File: config.mk
export PLATFORM = sky130hd
export DESIGN_NAME = stack_ctrl
export DESIGN_NICKNAME = d
export VERILOG_FILES = /design/src/rtl/stack_ctrl.sv
export SDC_FILE = /design/constraint.sdc
export NUM_CORES = 1
export LEC_CHECK = 0
export CORE_ASPECT_RATIO = 1.1
export CORE_MARGIN = 3
export CORE_UTILIZATION = 43
export CTS_CLUSTER_DIAMETER = 150
export DETAILED_ROUTE_END_ITERATION = 6
export PLACE_DENSITY_LB_ADDON = 0.2
export SLEW_MARGIN = 0
export SYNTH_ARGS = -nofsm -noshare
export SYNTH_HDL_FRONTEND = slang
export SYNTH_SLANG_ARGS = --single-unit
File: constraint.sdc
create_clock -name clk -period 2 [get_ports clk]
set_clock_uncertainty 0.15 [all_clocks]
set_input_delay 0.6 -clock clk [delete_from_list [all_inputs] [get_ports clk]]
set_output_delay 0.6 -clock clk [all_outputs]
set_load 0.05 [all_outputs]
File: src/rtl/stack_ctrl.sv
// Call/data stack sequencer: turns PUSH/POP/CALL/RET/INT/RETI into stack-pointer
// strobes and memory accesses at sp_val, rejecting overflow/underflow before any side effect.
module stack_ctrl #(
  parameter int         DW          = 16,
  parameter logic [9:0] STACK_LIMIT = 10'h300
) (
  input  logic          clk,
  input  logic          rst_n,
  input  logic          op_valid,
  output logic          op_ready,
  input  logic [2:0]    op,
  input  logic [DW-1:0] wdata,
  input  logic [DW-1:0] pc_in,
  input  logic [9:0]    sp_val,
  output logic          sp_inc,
  output logic          sp_dec,
  output logic          mem_req,
  output logic          mem_we,
  output logic [9:0]    mem_addr,
  output logic [DW-1:0] mem_wdata,
  input  logic          mem_gnt,
  input  logic [DW-1:0] mem_rdata,
  output logic          done,
  output logic          err,
  output logic [1:0]    err_code,
  output logic [DW-1:0] res_a,
  output logic [DW-1:0] res_b
);

  localparam logic [2:0] OP_PUSH = 3'd0;
  localparam logic [2:0] OP_POP  = 3'd1;
  localparam logic [2:0] OP_CALL = 3'd2;
  localparam logic [2:0] OP_RET  = 3'd3;
  localparam logic [2:0] OP_INT  = 3'd4;
  localparam logic [2:0] OP_RETI = 3'd5;

  typedef enum logic [2:0] {IDLE, WR, INC, RD, RD_DATA, DONE} state_t;

  state_t        state, state_nx;
  logic [2:0]    op_q;
  logic          second_q;
  logic          err_q;
  logic [1:0]    err_code_q;
  logic [DW-1:0] wdata_q, pc_q;
  logic [DW-1:0] res_a_q, res_b_q;
  logic [1:0]    chk_code;
  logic [DW-1:0] wr_word;

  // Accept-time legality check; INT's "sp >= LIMIT+1" is written as "sp > LIMIT".
  always_comb begin
    chk_code = 2'd0;
    case (op)
      OP_PUSH, OP_CALL: if (sp_val < STACK_LIMIT)  chk_code = 2'd1;
      OP_INT:           if (sp_val <= STACK_LIMIT) chk_code = 2'd1;
      OP_POP, OP_RET:   if (sp_val > 10'h3FE)      chk_code = 2'd2;
      OP_RETI:          if (sp_val > 10'h3FD)      chk_code = 2'd2;
      default:          chk_code = 2'd3;
    endcase
  end

  assign wr_word = (op_q == OP_PUSH || (op_q == OP_INT && second_q)) ? wdata_q : pc_q;

  always_ff @(posedge clk or negedge rst_n) begin
    if (!rst_n) state <= IDLE;
    else        state <= state_nx;
  end

  always_comb begin
    state_nx  = state;
    op_ready  = 1'b0;
    mem_req   = 1'b0;
    mem_we    = 1'b0;
    mem_addr  = '0;
    mem_wdata = '0;
    sp_inc    = 1'b0;
    sp_dec    = 1'b0;
    done      = 1'b0;
    err       = 1'b0;
    case (state)
      IDLE: begin
        op_ready = 1'b1;
        if (op_valid) begin
          if (chk_code != 2'd0)                                   state_nx = DONE;
          else if (op == OP_PUSH || op == OP_CALL || op == OP_INT) state_nx = WR;
          else                                                    state_nx = INC;
        end
      end
      WR: begin
        mem_req   = 1'b1;
        mem_we    = 1'b1;
        mem_addr  = sp_val;
        mem_wdata = wr_word;
        if (mem_gnt) begin
          sp_dec   = 1'b1;
          state_nx = (op_q == OP_INT && !second_q) ? WR : DONE;
        end
      end
      INC: begin
        sp_inc   = 1'b1;
        state_nx = RD;
      end
      RD: begin
        mem_req  = 1'b1;
        mem_addr = sp_val;
        if (mem_gnt) state_nx = RD_DATA;
      end
      RD_DATA: state_nx = (op_q == OP_RETI && !second_q) ? INC : DONE;
      DONE: begin
        done     = 1'b1;
        err      = err_q;
        state_nx = IDLE;
      end
      default: state_nx = IDLE;
    endcase
  end

  always_ff @(posedge clk or negedge rst_n) begin
    if (!rst_n) begin
      op_q       <= OP_PUSH;
      second_q   <= 1'b0;
      err_q      <= 1'b0;
      err_code_q <= 2'd0;
      res_a_q    <= '0;
      res_b_q    <= '0;
    end else begin
      if (state == IDLE && op_valid) begin
        op_q       <= op;
        second_q   <= 1'b0;
        err_q      <= (chk_code != 2'd0);
        err_code_q <= chk_code;
      end
      if (state == WR && mem_gnt) second_q <= 1'b1;
      // RETI pops flags first, then PC; every other pop lands in res_a.
      if (state == RD_DATA) begin
        second_q <= 1'b1;
        if (op_q == OP_RETI && !second_q) res_b_q <= mem_rdata;
        else                              res_a_q <= mem_rdata;
      end
    end
  end

  always_ff @(posedge clk) begin
    if (state == IDLE && op_valid) begin
      wdata_q <= wdata;
      pc_q    <= pc_in;
    end
  end

  assign err_code = err_code_q;
  assign res_a    = res_a_q;
  assign res_b    = res_b_q;

endmodule

==> key figures <==
Die
  • I/O pins: 132
  • Core area: 7130 sq um
  • Initial Util: 44.8%
  • DIE WIDTH: 88.2 um
  • Die ar.: 8500 sq um
  • Placement Rows: 32
  • Die Height: 96.4 um

Yosys
  • Number of synthesized flops with an enable pin: 32
  • Most frequent cells after synthesis: dfrtp_1 (42), nand2_1 (35), edfxtp_1 (32)
  • Post-synthesis cell area: 3190 sq um
  • Top-count cell post-synth: dfrtp_1
  • Area leader, netlist: dfrtp_1
  • Largest cells by area after synthesis: dfrtp_1 (33%), edfxtp_1 (30%), mux2_4 (8.0%), mux2_2 (6.3%), nand2_1 (4.1%)
  • YS warnings: 0
  • Synthesized instance count: 239
  • Register area share after synthesis: 63.0%
  • Synth unique cells: 35
  • FFs w/ async S/R, synth: 56.8%
  • Area share of the largest cell type after synthesis: 32.9%
  • Top FF cell, synth: dfrtp_1
  • Synthesized area per cell: about 13 sq um
  • Syn Nets: around 300
  • Synth Register Bits: 74

Placed design
  • Dpl cell area: 5390 sq um
  • Port bufs: 131
  • Routability cong.: approximately 0.82
  • DP Cell Count: 473
  • DP Worst Slack: -307 ps
  • Detailed placer's ending HPWL: 6.19 mm

Power
  • Leakage power: 2.68 nW
  • Power density over the cells: 1960 nW/um^2
  • Maximum vdd drop: 0.00141 V

Timing
  • Slew Limit Fails: 0
  • Final period utilization: 119%
  • Relative max-transition margin: 67.8%
  • Fin. Hold Viols: 0
  • RSZ-0062 raised after global routing: yes
  • Max Freq: 0.419 GHz
  • Final min period: 2390 ps
  • Final worst slack: -386 ps
  • Final setup violation count: 48
  • Worst Max-Slew Pin Slew: just under 500 ps

CTS
  • Hold-fix buffers, CTS: 0
  • Bufs on Longest Clock Path: 2
  • Later-pin clock latency in the skew report: 340 ps
  • CTS Buf Count: 9
  • H-tree depth: 3
  • Clk root buf: clkbuf_8
  • TritonCTS clock tree: done
  • Num Clock Sinks: 74
  • Clock slew at reported path FFs: roughly 90 ps

Critical path
  • CP Data Arrival Time: 1640 ps
  • Buf/Inv on CP: 2
  • CP delay by family, top: flip-flops
  • Critical path data required time: 1250 ps
  • CP endpoint kind: primary output
  • Setup CP Type: flop to primary output
  • Critical path launch point type: flop
  • Worst-path cell chain: nand2b_4, and2_4, clkbuf_16, nand2_2, a21oi_4, buf_12
  • FF-to-FF setup slack: -20 ps
  • CP max FO: 8
  • CP max-delay cell: dfrtp_1
  • Slowest stage delay, CP: 420 ps

Layout
  • Area Overhead vs Synth: 94.6%
  • Final Non-Filler Cells: between 500 and 600
  • ANT cells: 0
  • Layout Cell Area excl Fill: 6210 sq um
  • Final #Nets: 496
  • Layout cell share with drive strength beyond 1: 56.9%

Global route
  • Grt met2 use: 38.2%
  • Initial antenna violation count: 0
  • Total grt overflow: 0
  • Most used routing layer in global routing: met2
  • M1 GR Usage: approximately 24%
  • GRT Util Overall: 21.0%
  • Vias in the first global route: 2,779
  • Pin count of the biggest net entering global routing: 25
  • GR Util met3: under 10%
  • Global-route wire length before repair: 13.6 mm

Outcome
  • Failing checks: negative setup slack
  • Outcome: finished with violations

Detailed routing
  • Via count: 2,724
  • WL final: 9.88 mm
  • Via density: 5.23
  • Post-route DRC: 0
  • Final ANT Viol Nets: 0
  • Iter 0 DRT Violations: 104
  • Wirelength per Cell: 19.0 um
  • DRT Pass-1 Iters: 4

Flow run
  • Max-cap viol count: 0

Hold path
  • Tightest Hold Check Type: input port to async pin
## cells in the final DEF (no fill, tap or decap), types with 2 or more instances in the layout
| master | instances |
|---|---|
| inv_6 | 3 |
| inv_2 | 3 |
| nor2_4 | 3 |
| nand2b_4 | 2 |
| o211ai_1 | 2 |
| and2_4 | 12 |
| clkbuf_16 | 6 |
| mux2_4 | 20 |
| nor3_1 | 2 |
| clkdlybuf4s50_1 | 54 |
| nand2_1 | 16 |
| nand4_1 | 2 |
| nor2_1 | 3 |
| clkbuf_8 | 9 |
| buf_6 | 16 |
| buf_4 | 56 |
| a21oi_1 | 8 |
| nand2_4 | 8 |
| o21ai_0 | 4 |
| o221ai_1 | 2 |
| dfrtp_1 | 42 |
| a21oi_4 | 16 |
| edfxtp_1 | 32 |
| nand2_2 | 11 |
| mux2_2 | 15 |
| bufinv_16 | 2 |
| clkinvlp_4 | 3 |
| a21o_1 | 2 |
| buf_12 | 48 |
| dlygate4sd2_1 | 9 |
## layer usage
layer  vias up  share of wire (%)
li1       1240                  -
met1      1369                 38
met4         0                1.4
met3        12                5.5
met2       103                 55
met5         -                  0
## flip-flops by register name, indices dropped and copies added, names as in the netlist
name / flops
err_code: 2
err_q: 1
op_q: 3
pc_q: 16
res_a: 16
res_b: 16
second_q: 1
state: 3
wdata_q: 16
## final timing paths
path	from	end	cells after the start
worst max-delay path	op_q[2]	mem_wdata[3]	6
max in group asynchronous	rst_n	res_a[1]	2
worst min register to register	res_b[1]	res_b[1]	1
min in group clk	res_b[1]	res_b[1]	1
worst min-delay path	rst_n	res_a[9]	1
worst max register to register	state[0]	op_q[2]	7
## cell type report
class                   instances  area [sq um]
multi-input cells             147          1460
flip-flops and latches         74          2010
repair buffers                192          2380
well taps                      85           106
clock inverters                 7           101
inverters                       7          37.5
clock buffers                   9           124
fillers                       334           912
## timing repair
| item | 4_1_cts | 5_1_grt |
|---|---|---|
| cloned | 1 | 8 |
| pin swaps | 13 | 22 |
| resized for setup | 32 | 43 |
| setup buffers | 10 | 16 |
| endpoints found under the setup margin | 33 | 87 |
## cells by family after synthesis
group | Yosys count | share of synthesized area (%)
flip-flops | 74 | 63.0
multiplexers | 35 | 14.3
AND/OR/NAND/NOR | 72 | 12.2
AO/OA/AOI/OAI | 40 | 7.45
buffers and inverters | 18 | 2.98
## stage by stage
step                      util, %  hold slack (ps)  power, mW  setup TNS (ps)
after floorplan                 -              154       6.80           -1090
after global placement       75.6              340       9.57           -3820
after detailed placement     75.6              350       9.69           -5380
after CTS                    80.8             56.0       11.4           -8740
after global routing         87.2             63.3       12.7          -13430
final                        87.2             48.3       12.2          -10620
## report_power, final
group | leakage, nW | internal (mW) | switching, mW
registers | 0.784 | 2.17 | 0.338
logic | 1.79 | 3.93 | 4.46
clock network | 0.106 | 0.713 | 0.589
total | 2.68 | 6.81 | 5.39
(Power assumes the default switching activity.)
